`src/rtl/mod_counter_pkg.sv`:
```
// mod_counter_pkg
// Shared definitions for the modulo counter slice.
//   mode_e        : operating mode encoding driven on mod_counter.mode
//   params_legal  : elaboration-time check of the WIDTH/MAX combination
package mod_counter_pkg;

    typedef enum logic [1:0] {
        MODE_HOLD = 2'b00,
        MODE_UP   = 2'b01,
        MODE_DOWN = 2'b10,
        MODE_LOAD = 2'b11
    } mode_e;

    // A counter needs at least two bits, and MAX must be a non-zero value
    // that fits in WIDTH bits.
    function automatic bit params_legal(input int width, input int max_val);
        longint unsigned limit;
        if (width < 2) begin
            return 1'b0;
        end
        if (max_val <= 0) begin
            return 1'b0;
        end
        limit = (64'd1 << width) - 64'd1;
        return (longint'(max_val) <= longint'(limit));
    endfunction

endpackage

```
`src/rtl/cla_adder.sv`:
```
// cla_adder
// WIDTH-bit carry-lookahead adder: out = x + y + c_in.
// Ports:
//   x, y   [WIDTH-1:0] in  : operands
//   c_in            in  : carry into bit 0
//   out    [WIDTH-1:0] out : sum
//   c_out           out : carry out of the top bit
module cla_adder #(
    parameter int WIDTH = 4
) (
    input  logic [WIDTH-1:0] x,
    input  logic [WIDTH-1:0] y,
    input  logic             c_in,
    output logic [WIDTH-1:0] out,
    output logic             c_out
);

    logic [WIDTH-1:0] p;
    logic [WIDTH-1:0] g;
    logic [WIDTH:0]   carry;

    // Carry into bit k+1, expanded as a flat sum of products:
    //   g[k] | p[k]g[k-1] | ... | p[k]..p[1]g[0] | p[k]..p[0]c_in
    // Every carry depends only on p, g and c_in, never on a lower carry.
    function automatic logic lookahead(input int k,
                                       input logic [WIDTH-1:0] pp,
                                       input logic [WIDTH-1:0] gg,
                                       input logic cin);
        logic term;
        logic prop;
        term = 1'b0;
        prop = 1'b1;
        for (int j = k; j >= 0; j--) begin
            term = term | (prop & gg[j]);
            prop = prop & pp[j];
        end
        return term | (prop & cin);
    endfunction

    assign p        = x ^ y;
    assign g        = x & y;
    assign carry[0] = c_in;

    for (genvar gi = 0; gi < WIDTH; gi++) begin : g_carry
        assign carry[gi+1] = lookahead(gi, p, g, c_in);
    end

    assign out   = p ^ carry[WIDTH-1:0];
    assign c_out = carry[WIDTH];

endmodule

```
`src/rtl/mod_counter.sv`:
```
// mod_counter
// WIDTH-bit modulo up/down counter with load, enable and wrap/saturate mode.
// All state changes on the falling edge of clk; reset_n clears asynchronously.
// Ports:
//   clk       in         : clock (falling edge active)
//   reset_n   in         : asynchronous active-low reset
//   en        in         : enable for up/down steps (load ignores it)
//   mode      in  [1:0]  : 00 hold, 01 up, 10 down, 11 load
//   load_val  in  [W-1:0]: value loaded in mode 11, clamped to MAX
//   count     out [W-1:0]: registered count, always within 0..MAX
//   tc        out        : combinational terminal count for cascading
//   wrap      out        : one-cycle pulse after a step hit or crossed a bound
//   load_err  out        : one-cycle pulse after a load with load_val > MAX
module mod_counter
    import mod_counter_pkg::*;
#(
    parameter int WIDTH = 4,
    parameter int MAX   = 9,
    parameter bit WRAP  = 1'b1
) (
    input  logic             clk,
    input  logic             reset_n,
    input  logic             en,
    input  logic [1:0]       mode,
    input  logic [WIDTH-1:0] load_val,
    output logic [WIDTH-1:0] count,
    output logic             tc,
    output logic             wrap,
    output logic             load_err
);

    if (!params_legal(WIDTH, MAX)) begin : g_bad_params
        $error("mod_counter: MAX must satisfy 0 < MAX <= 2**WIDTH-1 and WIDTH >= 2");
    end

    localparam logic [WIDTH-1:0] MAX_V = WIDTH'(MAX);

    mode_e            mode_sel;
    logic [WIDTH-1:0] count_reg, count_next;
    logic             wrap_reg, wrap_next;
    logic             load_err_reg, load_err_next;
    logic             at_max, at_zero;
    logic [WIDTH-1:0] add_y;
    logic             add_cin;
    logic [WIDTH-1:0] add_sum;
    logic             unused_carry;

    assign mode_sel = mode_e'(mode);
    assign at_max   = (count_reg == MAX_V);
    assign at_zero  = (count_reg == '0);

    // One adder serves both directions: +1 is count + 0 + carry-in,
    // -1 is count + all-ones with no carry-in.
    always_comb begin
        add_y   = '0;
        add_cin = 1'b1;
        if (mode_sel == MODE_DOWN) begin
            add_y   = '1;
            add_cin = 1'b0;
        end
    end

    cla_adder #(
        .WIDTH (WIDTH)
    ) u_adder (
        .x     (count_reg),
        .y     (add_y),
        .c_in  (add_cin),
        .out   (add_sum),
        .c_out (unused_carry)
    );

    always_comb begin
        count_next    = count_reg;
        wrap_next     = 1'b0;
        load_err_next = 1'b0;
        unique case (mode_sel)
            MODE_UP: begin
                if (en) begin
                    if (at_max) begin
                        wrap_next  = 1'b1;
                        count_next = WRAP ? '0 : MAX_V;
                    end else begin
                        count_next = add_sum;
                    end
                end
            end
            MODE_DOWN: begin
                if (en) begin
                    if (at_zero) begin
                        wrap_next  = 1'b1;
                        count_next = WRAP ? MAX_V : '0;
                    end else begin
                        count_next = add_sum;
                    end
                end
            end
            MODE_LOAD: begin
                // Out-of-range loads clamp so count never leaves 0..MAX.
                if (load_val > MAX_V) begin
                    count_next    = MAX_V;
                    load_err_next = 1'b1;
                end else begin
                    count_next = load_val;
                end
            end
            default: begin
                count_next = count_reg;
            end
        endcase
    end

    always_ff @(negedge clk or negedge reset_n) begin
        if (!reset_n) begin
            count_reg    <= '0;
            wrap_reg     <= 1'b0;
            load_err_reg <= 1'b0;
        end else begin
            count_reg    <= count_next;
            wrap_reg     <= wrap_next;
            load_err_reg <= load_err_next;
        end
    end

    assign count    = count_reg;
    assign wrap     = wrap_reg;
    assign load_err = load_err_reg;
    assign tc       = en & (((mode_sel == MODE_UP) & at_max) |
                            ((mode_sel == MODE_DOWN) & at_zero));

endmodule

```
`config.mk`:
```
export PLATFORM = sky130hd
export DESIGN_NAME = mod_counter
export DESIGN_NICKNAME = d
export VERILOG_FILES = /design/src/rtl/mod_counter_pkg.sv /design/src/rtl/cla_adder.sv /design/src/rtl/mod_counter.sv
export SDC_FILE = /design/constraint.sdc
export NUM_CORES = 1
export LEC_CHECK = 0
export ABC_AREA = 1
export CAP_MARGIN = 20
export CORE_MARGIN = 2
export CORE_UTILIZATION = 50
export DETAILED_ROUTE_END_ITERATION = 16
export PLACE_DENSITY = 0.85
export SYNTH_ARGS = -nofsm -noshare
export SYNTH_HDL_FRONTEND = slang
export SYNTH_SLANG_ARGS = --single-unit
```
`constraint.sdc`:
```
create_clock -name clk -period 2.54 [get_ports clk]
set_input_delay 0.508 -clock clk [delete_from_list [all_inputs] [get_ports clk]]
set_output_delay 0.508 -clock clk [all_outputs]
set_load 0.05 [all_outputs]
```
==> impl_results.md, run 1 <==
- Status: aborted with a tool error
- Stop stage: clock tree synthesis (4_1_cts)
- Tool error: [ERROR DPL-0033] detailed placement checks failed during check placement.
- GPL Wtd Cong: approximately 0.98
- TritonCTS buffer count: 3
- Clock Root Buffer: clkbuf_4
- Clock H-tree levels: 1
- Cts-stage hold buffer count: 0
- CTS Buffer Depth: 2
- Mean Syn Cell Area: just under 7 sq um
- Detailed placement HPWL: 1.63 mm
- Die height: a little over 40 microns
- IO Pins: 16
- Post-Syn Area: 661 sq um
- Synthesized Nets: between 100 and 150
- Clock sinks: 6
- Pre-CTS WS: -1.09 ns
- Yosys reg bits: 6
- Starting Density: 0.521
- Setup Fix Bufs, Post-CTS: 5
- Netlist cell types: 22
- Cell row count: 13
- Area after DPL: 0.00110 sq mm
- Sequential cell area fraction in the yosys report: 0.227
- Port Buffers: 15
- Chip width: around 40 microns
- Ys Warns: 0
- PostCTS Resize Cnt: 37
- Mapped Cells: slightly below 100
-- through the flow --
stage          hold WS (ns)  instances
3_5_place_dp          0.645        145
3_3_place_gp          0.636        145
2_1_floorplan         0.846         97
-- synthesized netlist by cell type --
cell type  instances  share of area
nor2_1             8          0.045
a21oi_4            1          0.025
nand3b_1           1          0.011
nand4_2            1          0.019
inv_1             18           0.10
dfrtn_1            6           0.23
nand3_1           12          0.091
or2_4              1          0.013
nand3_2            1          0.015
nand2_1           21           0.12
a21oi_2            1          0.013
o21bai_1           1          0.011
o21a_1             1          0.011
nor2_2             1         0.0095
a31oi_1            1         0.0095
ha_1               8           0.15
a21oi_1            4          0.030
o21ai_0            4          0.030
and3_1             1         0.0095
nand4_1            3          0.028
xnor2_1            1          0.013
xor2_1             1          0.013
-- kinds of logic after synthesis --
kind of cell | share of synthesized area
DFF | 0.227
xor gates and xnor gates | 0.0265
AOI/OAI and AO/OA | 0.131
buffers and inverters | 0.102
and+or+nand+nor | 0.362
adders and majority gates | 0.152
==> run 2: changes to the inputs <==
--- a/config.mk
+++ b/config.mk
@@ -7,10 +7,10 @@
 export LEC_CHECK = 0
 export ABC_AREA = 1
 export CAP_MARGIN = 20
-export CORE_MARGIN = 2
-export CORE_UTILIZATION = 50
+export CORE_AREA = 2 2 63 65
 export DETAILED_ROUTE_END_ITERATION = 16
-export PLACE_DENSITY = 0.85
+export DIE_AREA = 0 0 65 67
+export PLACE_DENSITY_LB_ADDON = 0.15
 export SYNTH_ARGS = -nofsm -noshare
 export SYNTH_HDL_FRONTEND = slang
 export SYNTH_SLANG_ARGS = --single-unit
==> impl_results.md, run 2 <==
- Most common cell in the netlist: nand2_1
- Total global-route track usage: 0.113
- VDD IR max: about 0.27 mV
- DR iter-0 viols: 19
- Critical-path cell list: nor2_4, nand4_1, buf_4, a21oi_4, buf_12
- Top cells by count, synth: nand2_1 (21), inv_1 (18), nand3_1 (12)
- Final hold slack: between 0.7 and 0.8 ns
- Sequential cell area fraction in the yosys report: 0.227 (unchanged)
- Vias in the first global route: 814
- # Max-Cap Violations: 0
- Multi-input gate area: around 600 sq um
- Clock H-tree levels: 1 (unchanged)
- Crit path depth: 5
- Pwr Density: 772 mW/mm^2
- Delay of the slowest critical-path stage: 0.37 ns
- IO Pins: 16 (unchanged)
- Final worst slack: -0.571 ns
- Area after DPL: 0.00116 sq mm (+5.8%)
- Most common flop cell mapped by yosys: dfrtn_1
- Number of flip-flops in the largest register: 4
- Final core utilization: 0.397
- Setup crit end: tc
- Clk_lat worst skew: around 0.25 ns
- GPL Wtd Cong: 0.814 (-17%)
- Die height: 67 microns (+66%)
- Clock sinks: 6 (unchanged)
- Critical-path top delay cell: dfrtn_1
- Grt ovf: 0
- Ys Warns: 0 (unchanged)
- Endpoint class of the critical path: primary output
- Antenna viol nets, final: 0
- Largest family of logic cells by synthesized area: simple AND/OR/NAND/NOR gates
- Core footprint: about 0.0036 sq mm
- Total Wirelength: around 2.3 mm
- Vias: between 800 and 900
- Mapped Cells: 97 (unchanged)
- Cell row count: 22 (+9)
- Setup Crit Path Kind: register to primary output
- Hold Vio Cnt, Final: 0
- Wirelength per Cell: approximately 12 microns
- Slew of the pin with the lowest slew margin: between 0.2 and 0.3 ns
- First-pass detailed-route iteration total: 4
- # DRC: 0
- CP delay by family, top: flip-flops
- Crit path from: count[1]$_DFFE_NN0P_
- Post-synthesis adder-cell area fraction: 0.152 (unchanged)
- Clock Root Buffer: clkbuf_8
- P&R area growth vs syn: 116%
- CP Data Arrival Time: around 2.6 ns
- Largest net degree at the start of global routing: 7
- Synth Area in Compound Gates: 0.131 (unchanged)
- Share of cells above drive strength 1: 0.510
- Most frequent cells in the layout: buf_4 (24), nand2_1 (19), inv_1 (14), buf_6 (9), nand3_1 (8)
- CTS tree: built
- Setup-failing EPs final: 12
- Fin area: between 0.001 and 0.0015 sq mm
- RSZ-0062 raised after global routing: true
- LEAKAGE: between 0.6 and 0.7 nW
- Top area cells in the synthesized netlist: dfrtn_1 (23%), ha_1 (15%), nand2_1 (12%), inv_1 (10%), nand3_1 (9.1%)
- Post-Syn Area: 661 sq um (unchanged)
- Buf/Inv on CP: 2
- Mean Syn Cell Area: 6.81 sq um (unchanged)
- Post-synthesis xor/xnor area fraction: 0.0265 (unchanged)
- Max_slew headroom: 0.804
- Chip width: 65 microns (+61%)
- CTS Buffer Depth: 2 (unchanged)
- Netlist cell types: 22 (unchanged)
- Nets: 166
- Worst Hold Class: register to register
- # fillers: 362
- Port Buffers: 15 (unchanged)
- Failing checks: negative setup slack
- First-pass GRT wire length: 3.68 mm
- Reg area: 150 sq um
- Reg2reg end: count[2]$_DFFE_NN0P_
- Synth area leader: dfrtn_1
- Status: complete, but fails checks
- Yosys reg bits: 6 (unchanged)
- Max FO, Critical Path: 3
- Startpoint Class: register
- Starting Density: 0.183 (-0.338)
- Post-DR vias/cell: ~4.2
- Mux contribution to synthesized area: 0 (unchanged)
- EDFF count, synth: 0 (unchanged)
- Simple logic cell fraction of the synthesized area: 0.362 (unchanged)
- Asr flop ratio synth: 1.00 (unchanged)
- Clock-pin slew on the worst setup and hold paths: about 0.03 ns
- RR Startpoint: count[1]$_DFFE_NN0P_
- Register-to-Register Setup Slack: ~0.7 ns
- Synth top area share: 0.227 (unchanged)
- Worst Skew: 0.00147 ns
- Detailed placement HPWL: 1.74 mm (+6.7%)
- ANT cells: 0
- Initial antenna violation count: 0
- Pins Over Slew Limit: 0
- Die area: roughly 0.0044 sq mm
- Data required, critical path: 2.03 ns
- TritonCTS buffer count: 3 (unchanged)
- Reg2reg path depth: 12
- Synthesized Nets: 114 (unchanged)
- Commonest non-fill, non-tap cell in the layout: buf_4
-- run 2: cell counts after synthesis --
Identical to the previous run, type by type.
-- run 2: area by class of cell --
class / instances / area share
flip-flops and latches: 6 / 0.105
well taps: 48 / 0.0420
clock buffers: 3 / 0.0289
multi-input cells: 73 / 0.423
repair buffers: 47 / 0.347
inverters: 18 / 0.0542
-- run 2: worst reg2reg max path, stage by stage (launching register included) --
cell and delay [ns]:
dfrtn_1 0.37, buf_4 0.15, buf_6 0.11, buf_4 0.15, ha_4 0.30, buf_4 0.11, nand3_2 0.08, nand3_2 0.07
nand2_1 0.06, nand3b_1 0.08, nand2_1 0.06, a21oi_2 0.11, nor2_1 0.04
-- run 2: repair_timing --
| action | in CTS | in global routing |
|---|---|---|
| setup endpoints to repair | 13 | 13 |
| pin swaps | 21 | 14 |
| hold buffers | 0 | 0 |
| resized for setup | 34 | 12 |
| setup buffers | 6 | 6 |
-- run 2: worst min-delay path by stage --
| stage | start | endpoint | slack (ns) | cells past startpoint |
|---|---|---|---|---|
| global route | count[0]$_DFFE_NN0P_ | wrap$_DFF_NN0_ | 0.81 | 4 |
| CTS | count[2]$_DFFE_NN0P_ | count[2]$_DFFE_NN0P_ | 0.69 | 3 |
| floorplan | count[1]$_DFFE_NN0P_ | count[1]$_DFFE_NN0P_ | 0.85 | 2 |
| detailed placement | count[2]$_DFFE_NN0P_ | count[2]$_DFFE_NN0P_ | 0.66 | 3 |
| global placement | count[2]$_DFFE_NN0P_ | count[2]$_DFFE_NN0P_ | 0.66 | 3 |
| finish | count[0]$_DFFE_NN0P_ | wrap$_DFF_NN0_ | 0.73 | 4 |
-- run 2: metrics by stage --
step	setup WS [ns]	power, mW	setup TNS, ns	cells
2_1_floorplan	-0.639	0.482	-2.52	97
3_3_place_gp	-1.05	0.762	-5.78	181
3_5_place_dp	-1.09	0.763	-5.89	181
4_1_cts	-0.565	1.01	-2.99	190
5_1_grt	-0.627	1.17	-3.64	195
6_report	-0.571	1.10	-3.02	195
-- run 2: metal layers --
| layer | GRT usage | wire, microns | share of wire | up-vias |
|---|---|---|---|---|
| met4 | 0.0160 | 12 | 0.0052 | 0 |
| met1 | 0.139 | 1000 | 0.44 | 385 |
| met5 | 0 | 0 | 0 | - |
| met2 | 0.198 | 1190 | 0.52 | 14 |
| met3 | 0.0355 | 85 | 0.037 | 2 |
| li1 | - | - | - | 416 |
-- run 2: report_power, final --
| part | leakage, nW | switching, mW | internal, mW |
|---|---|---|---|
| Combinational | 0.579 | 0.396 | 0.412 |
| Clock | 0.0216 | 0.0439 | 0.102 |
| Sequential | 0.0744 | 0.0281 | 0.123 |
-- run 2: logic make-up after synthesis --
logic type	after synthesis
and+or+nand+nor	50
buffers and inverters	18
AOI/OAI and AO/OA	13
adders and majority gates	8
DFF	6
xor gates and xnor gates	2
No activity file was read; power rests on OpenSTA's default activity.
==> run 3: changes to the inputs <==
--- a/config.mk
+++ b/config.mk
@@ -10,6 +10,7 @@
 export CORE_AREA = 2 2 63 65
 export DETAILED_ROUTE_END_ITERATION = 16
 export DIE_AREA = 0 0 65 67
+export HOLD_SLACK_MARGIN = 0.12
 export PLACE_DENSITY_LB_ADDON = 0.15
 export SYNTH_ARGS = -nofsm -noshare
 export SYNTH_HDL_FRONTEND = slang
==> results of run 3 <==
Same layout as run 2: the final DEF is identical, and so are final timing and power.
